### src/rtl/tlb_memtype_ctrl.sv
// Memory-type range table shared by the data-TLB and code-TLB paths.
// Two requesters are arbitrated round-robin; attributes are returned one cycle after accept.
module tlb_memtype_ctrl #(
    parameter int NUM_RANGES = 4,
    parameter int IDX_W      = 2
) (
    input  logic             clk,
    input  logic             rst,
    input  logic             req0_valid,
    input  logic [31:0]      req0_physical,
    output logic             req0_ready,
    output logic             resp0_valid,
    output logic             resp0_cache_disable,
    output logic             resp0_write_transparent,
    input  logic             req1_valid,
    input  logic [31:0]      req1_physical,
    output logic             req1_ready,
    output logic             resp1_valid,
    output logic             resp1_cache_disable,
    output logic             resp1_write_transparent,
    input  logic             cfg_write,
    input  logic [IDX_W-1:0] cfg_index,
    input  logic [27:0]      cfg_base,
    input  logic [27:0]      cfg_limit,
    input  logic             cfg_enable,
    input  logic             cfg_cd,
    input  logic             cfg_wt,
    output logic             cfg_done
);

    localparam logic [27:0] VGA_BASE  = 28'h000A000;
    localparam logic [27:0] VGA_LIMIT = 28'h000C000;

    logic [27:0]           base_q  [NUM_RANGES];
    logic [27:0]           limit_q [NUM_RANGES];
    logic [NUM_RANGES-1:0] en_q;
    logic [NUM_RANGES-1:0] cd_q;
    logic [NUM_RANGES-1:0] wt_q;

    // rr_last = 1 means requester 1 was granted most recently.
    logic rr_last;
    logic acc0, acc1;
    logic [27:0] lookup_phys;
    logic hit_cd, hit_wt;

    logic vld0_p1, vld1_p1;
    logic cd0_p1, wt0_p1, cd1_p1, wt1_p1;
    logic cfg_done_p1;

    logic unused_low_bits;
    assign unused_low_bits = ^{req0_physical[3:0], req1_physical[3:0]};

    // Stage 0: arbitration and table lookup in the accept cycle
    always_comb begin
        req0_ready = 1'b0;
        req1_ready = 1'b0;
        if (!rst && !cfg_write) begin
            req0_ready = req0_valid && (!req1_valid || rr_last);
            req1_ready = req1_valid && (!req0_valid || !rr_last);
        end
    end

    assign acc0        = req0_valid && req0_ready;
    assign acc1        = req1_valid && req1_ready;
    assign lookup_phys = acc1 ? req1_physical[31:4] : req0_physical[31:4];

    // Walk from the top index down so the lowest matching entry is applied last.
    always_comb begin
        hit_cd = 1'b0;
        hit_wt = 1'b0;
        for (int i = NUM_RANGES - 1; i >= 0; i--) begin
            if (en_q[i] && (lookup_phys >= base_q[i]) && (lookup_phys < limit_q[i])) begin
                hit_cd = cd_q[i];
                hit_wt = wt_q[i];
            end
        end
    end

    always_ff @(posedge clk) begin
        if (rst) begin
            for (int i = 0; i < NUM_RANGES; i++) begin
                base_q[i]  <= (i == 0) ? VGA_BASE  : 28'h0;
                limit_q[i] <= (i == 0) ? VGA_LIMIT : 28'h0;
                en_q[i]    <= (i == 0);
                cd_q[i]    <= (i == 0);
                wt_q[i]    <= (i == 0);
            end
        end else if (cfg_write) begin
            // Indices beyond the table match no entry and leave it untouched.
            for (int i = 0; i < NUM_RANGES; i++) begin
                if (cfg_index == IDX_W'(i)) begin
                    base_q[i]  <= cfg_base;
                    limit_q[i] <= cfg_limit;
                    en_q[i]    <= cfg_enable;
                    cd_q[i]    <= cfg_cd;
                    wt_q[i]    <= cfg_wt;
                end
            end
        end
    end

    // Stage 1: registered responses and config acknowledge
    always_ff @(posedge clk) begin
        if (rst) begin
            rr_last     <= 1'b1;
            vld0_p1     <= 1'b0;
            vld1_p1     <= 1'b0;
            cd0_p1      <= 1'b0;
            wt0_p1      <= 1'b0;
            cd1_p1      <= 1'b0;
            wt1_p1      <= 1'b0;
            cfg_done_p1 <= 1'b0;
        end else begin
            vld0_p1     <= acc0;
            vld1_p1     <= acc1;
            cfg_done_p1 <= cfg_write;
            if (acc0) begin
                cd0_p1  <= hit_cd;
                wt0_p1  <= hit_wt;
                rr_last <= 1'b0;
            end
            if (acc1) begin
                cd1_p1  <= hit_cd;
                wt1_p1  <= hit_wt;
                rr_last <= 1'b1;
            end
        end
    end

    // A response still in flight when reset arrives is suppressed.
    assign resp0_valid             = vld0_p1 && !rst;
    assign resp1_valid             = vld1_p1 && !rst;
    assign resp0_cache_disable     = cd0_p1;
    assign resp0_write_transparent = wt0_p1;
    assign resp1_cache_disable     = cd1_p1;
    assign resp1_write_transparent = wt1_p1;
    assign cfg_done                = cfg_done_p1;

endmodule

### config.mk
export PLATFORM = sky130hd
export DESIGN_NAME = tlb_memtype_ctrl
export DESIGN_NICKNAME = d
export VERILOG_FILES = /design/src/rtl/tlb_memtype_ctrl.sv
export SDC_FILE = /design/constraint.sdc
export NUM_CORES = 1
export LEC_CHECK = 0
export ABC_AREA = 1
export CAP_MARGIN = 20
export CORE_MARGIN = 2
export CORE_UTILIZATION = 59
export CTS_BUF_LIST = sky130_fd_sc_hd__clkbuf_16
export DETAILED_ROUTE_END_ITERATION = 8
export GPL_TIMING_DRIVEN = 0
export HOLD_SLACK_MARGIN = 0.1
export PLACE_DENSITY = 0.89
export SKIP_CTS_REPAIR_TIMING = 1
export SLEW_MARGIN = 20
export SYNTH_ARGS = -nofsm -noshare
export SYNTH_HDL_FRONTEND = slang
export SYNTH_SLANG_ARGS = --single-unit
### constraint.sdc
create_clock -name clk -period 3.7 [get_ports clk]
set_clock_uncertainty 0.05 [all_clocks]
set_input_delay 1.11 -clock clk [delete_from_list [all_inputs] [get_ports clk]]
set_output_delay 1.11 -clock clk [all_outputs]
set_load 0.1 [all_outputs]
**Word-level counts from Yosys, hierarchy flattened**

Memory sizes are Yosys's and may differ from the RTL's.
Index checks and enable logic that the tools add are counted.

- Register bits after elaboration: 20
- RAM bits: 224
- Bits of input ports: 130
- Output and inout bits: 9
- Logic and storage cells: 106
- Memories: 2

- Magnitude comparators: 8
- Equal/unequal tests: 3
- Multiplexer cells: 37
- Bitwise operators: 8
- Reductions and logical operators: 28

Memory list:

| name | depth | bits a word | read ports | clocked after memory_dff | wr ports | RTL line | RTL |
|---|---|---|---|---|---|---|---|
| base_q | 4 | 28 | 4 | 0 | 4 | 34 | `logic [27:0] base_q [NUM_RANGES];` |
| limit_q | 4 | 28 | 4 | 0 | 4 | 35 | `logic [27:0] limit_q [NUM_RANGES];` |

Operator list:

| operator | number |
|---|---|
| 28-bit two-way mux | 9 |
| 28-bit greater-or-equal comparator | 4 |
| 28-bit < comparator | 4 |
| 1-bit two-way mux | 28 |
| 1-bit logical AND | 15 |
| 1-bit OR | 8 |
| 2-bit AND reduction | 4 |
| 1-bit zero test | 5 |
| 2-bit == test (second input constant) | 2 |
| 2-bit by 1-bit == test with 1-bit output (second input constant) | 1 |
| 2-bit zero test | 1 |
| 1-bit logical OR | 2 |
| 2-bit OR reduction | 1 |

**Logic depth before layout (Yosys ltp)**

- Depth in word-level cells: 13
- Gate-level depth with buffers: 24
- Mapped depth without buffers: 22

**Least setup slack after synthesis**

No wires, ideal clock.

- Path type: input to register
- From: input port rst
- To: register wt0_p1, in the netlist resp0_write_transparent
- Library setup time: 0.161 ns
- Arrival: 4.093 ns
- Data required time: 3.489 ns
- Slack: -0.604 ns
- Stages: 21
- Path buffers: 2
- Cells stage by stage: buf_6 nor2_8 nand3_4 inv_1 clkbuf_1 nand2_1 nand2_1 ha_1 a21o_1 o21ai_0 nand3_1 nand2_1 nand3_1 nand2_1 inv_1 nand3_1 nand2_1 nand3_1 nand2_1 nand2_2 a21oi_2

- Longest elaborated chain between the ends: 12
- Elaborated cells on any way between the ends: 27
- Those cells by class: order compare: 8; mux: 7; reduce/logical: 12

RTL lines:

| element | RTL line | RTL |
|---|---|---|
| start: declaration | 8 | `input logic rst,` |
| 1-bit zero test (*) | 57 | `if (!rst && !cfg_write) begin` |
| 1-bit logical AND (*) | 57 |  |
| 1-bit two-way mux (*) | 57 |  |
| named net req1_ready | 17 | `output logic req1_ready,` |
| 1-bit logical AND (*) | 64 | `assign acc1 = req1_valid && req1_ready;` |
| 28-bit two-way mux (*) | 65 | `assign lookup_phys = acc1 ? req1_physical[31:4] : req0_physical[31:4];` |
| 28-bit greater-or-equal comparator | 72 | `if (en_q[i] && (lookup_phys >= base_q[i]) && (lookup_phys < limit_q[i])) begin` |
| 1-bit logical AND (2 in series) | 72 |  |
| 1-bit two-way mux (3 in series) | 72 |  |
| 1-bit two-way mux (*) | 72 |  |
| end signal: assignment | 119 | `wt0_p1 <= hit_wt;` |
| end: declaration | 47 | `logic cd0_p1, wt0_p1, cd1_p1, wt1_p1;` |

The timed path passes the listed nets; every way through them passes the cells marked *.
A chain may end at the register's enable or synchronous reset.

**Final worst setup path**

- From: input port cfg_write
- To: register wt1_p1, in the netlist resp1_write_transparent

- Longest elaborated chain between the ends: 12
- Elaborated cells on any way between the ends: 25
- Those cells by class: order compare: 8; mux: 6; reduce/logical: 11

RTL lines:

| element | RTL line | RTL |
|---|---|---|
| start: declaration | 21 | `input logic cfg_write,` |
| 1-bit zero test (*) | 57 |  |
| 1-bit logical AND (*) | 57 |  |
| 1-bit two-way mux (*) | 57 |  |
| 1-bit logical AND (*) | 64 |  |
| 28-bit two-way mux | 65 |  |
| 28-bit greater-or-equal comparator | 72 |  |
| 1-bit logical AND (2 in series) | 72 |  |
| 1-bit two-way mux (4 in series) | 72 |  |
| end signal: assignment | 124 | `wt1_p1 <= hit_wt;` |
| end: declaration | 47 |  |

Every way passes the cells marked *; elsewhere a longest branch is shown, timed or not.

==> results_dict.tcl <==
set metrics [dict create \
    ctsRootBufferMaster "clkbuf_16" \
    hold_path_class "register to register" \
    cp-end-kind "register" \
    io-pin-count 139 \
    fin_area_um2 17900 \
    combinationalPowerShare_pct 20.0 \
    clkSinkCount 244 \
    syn2layout_area_growth_pct 21.0 \
    status "finished, violations left" \
    cp_num_buf_inv 5 \
    setup_ws_ns -0.0462 \
    via_count 12339 \
    route.detailed.drc 0 \
    wl_um 41300 \
    detailed_place.area_um2 16600 \
    r2r_slack_ns 0.28 \
    cts_buffers 26 \
    final_cell_mix "inv_1, nor2_1, nand2_1" \
    worstPathArrival_ns 4.17 \
    grt_pass1_wl_um 60400 \
    switchingPower_uw 2030 \
    crit_type "input port to register" \
    violations "negative setup slack" \
    place_hpwl_um 28700 \
    p_per_area_nw_per_um2 404 \
    insertion_delay_ns 0.54 \
    grt_usage_pct 29.8 \
    die_h_um 162 \
    grt_overflow 0 \
    hold_violations 0 \
    crit_fanout 10 \
    portBuffers 129 \
    drtIter0Drc 1411 \
    die_x_um 162 \
    fmax_mhz 267 \
    ys_ff_latch 244 \
    drive_gt1_share_pct 7.47 \
    start_util_pct 60.4 \
    start_kind "input port" \
    p_int_uw 5200 \
    fin_crit_ns 3.75 \
    crit_required_ns 4.12 \
    p_clk_share_pct 34.8 \
    clk_pin_slew_ns 0.06 \
    cp_top_family "simple AND/OR/NAND/NOR gates" \
    syn_area_um2 14800 \
    worst_pin_slew_ns 1.01 \
    dr.pass1.iters 6 \
    path_cells "buf_2 > nor2_8 > nand3_4 > clkinvlp_4 > buf_4 > nand2_1 > nand2_2 > ha_1 > nand2_1 > o21ai_0 > nand2_1 > nand4_1 > nand2_1 > nand3_1 > nand2_1 > inv_1 > nand3_2 > nand2_1 > inv_1 > nand2_1 > nand2_2 > a21oi_2" \
    fin_nets 2165 \
    die_area_um2 26300 \
    slowest_delay_ns 0.38 \
    antenna_found_initial 0 \
    clockBufferDepth 3 \
    drv_cap 0 \
    ir_drop_mv 0.327 \
    place_ws_ns -1.66 \
    ys_seq_area_share_pct 48.2 \
    layout_commonest_cell "inv_1" \
    seqPwrFrac_pct 45.2 \
    crit_top_cell "nand2_1" \
    synth_nets 1984 \
    place_congestion 0.942 \
    whs_ns 0.425 \
    synth_cells 1634 \
    crit_slowest_cell "ha_1" \
    swShare_pct 28.1 \
    rsz0062_at_grt "yes" \
    drv_slew 0 \
    cts-htree-levels 1 \
    core_um2 24500 \
    post-route-period-util_pct 101 \
    viasPerCell 5.72 \
    slew_headroom_pct 32.7 \
    yosys.cell_types.count 35 \
    rows 57 \
    grt_pass1_vias 12133 \
    p_leak_uw 0.00854 \
    detail-route-antenna-nets 0 \
    yosys_warnings 0 \
    grt_max_degree 51 \
    setup_viol 3 \
    syn_area_per_cell_um2 9.05 \
    post_drt_wl_per_cell_um 19.1 \
    cts_tree "yes" \
]
[state kept, by name, indices dropped and copies added, names as in the netlist]
register	flops
wt_q	4
resp0_cache_disable	1
cfg_done	1
vld0_p1	1
vld1_p1	1
resp1_write_transparent	1
resp1_cache_disable	1
rr_last	1
resp0_write_transparent	1
cd_q	4
limit_q	112
en_q	4
base_q	112
[cells in the mapped netlist (all sizes together)]
master   instances  area, um2
o221ai           1       8.76
or2              3       18.8
buf              2       15.0
nor2           267       1020
a22oi            2       15.0
and3             5       31.3
dfxtp           20        400
nand3b           1       7.51
o21a            10       75.1
nor4             7       43.8
nand4           30        188
nor3            11       55.1
ha             220       2750
edfxtp         224       6730
o2111ai          1       8.76
a21boi           1       7.51
clkinv           1       3.75
clkbuf          29        109
o22ai            9       56.3
nand3           31        173
inv            341       1280
a211oi           3       22.5
and2             1       6.26
a21oi          111        563
o211ai           3       22.5
o21ai           32        164
a21o             1       7.51
nand2          267       1010
[per-stage QoR]
stage	setup TNS, ns	util [%]	cells	power (uW)
after global routing	-0.415	73.1	2158	7480
after global placement	-56.79	67.4	2087	4530
final	-0.0481	73.1	2159	7230
after detailed placement	-8.44	67.8	2091	4630
after floorplan	0	-	1634	4130
after CTS	-6.38	71.1	2138	7100
[power by group through the flow]
stage	Combinational, uW	Clock (uW)	Sequential, uW
after floorplan	795	0	3330
after global placement	1210	0	3320
after detailed placement	1310	0	3320
after CTS	1330	2500	3270
after global routing	1590	2610	3280
final	1450	2520	3270
[tightest hold or removal path: cells and delay by family, from the launching register on]
family	cells	cell delay, ns
DFF	1	0.31
buffers and inverters	1	0.05
AOI/OAI and AO/OA	1	0.06
[metal layers]
layer  GRT usage (%)  routed length [um]  vias up
met3            5.31                3860      180
met2            53.1               20500      742
met4            14.5                2300        0
met1            34.8               14600     5706
li1                -                   -     5711
met5               0                   0        -
[logic make-up (layout without fill, tap and decap cells)]
family / Yosys count / in the layout / share of synthesized area, %
other: 0 / 1 / 0
adder cells (fa/ha/maj): 220 / 220 / 18.6
AO/OA/AOI/OAI: 174 / 174 / 6.43
AND/OR/NAND/NOR: 623 / 623 / 17.2
buffers and inverters: 373 / 573 / 9.52
flip-flops: 244 / 244 / 48.2
[final cells by class]
class	count	area, um2
Buffer	31	153
Clock inverter	20	136
Sequential cell	244	7130
Tap cell	324	405
Fill cell	1586	6580
Antenna cell	1	2.50
Timing Repair Buffer	153	1530
Clock buffer	27	676
Multi-Input combinational cell	1017	6570
Inverter	342	1290
[final timing paths]
path                  start                 endpoint  cells past startpoint
setup / recovery  cfg_write  resp1_write_transparent                     22
hold / removal      cd_q[3]                  cd_q[3]                      2
setup reg to reg    rr_last  resp1_write_transparent                     21
hold reg to reg     cd_q[3]                  cd_q[3]                      2
Power figures use the tool's default switching activity.
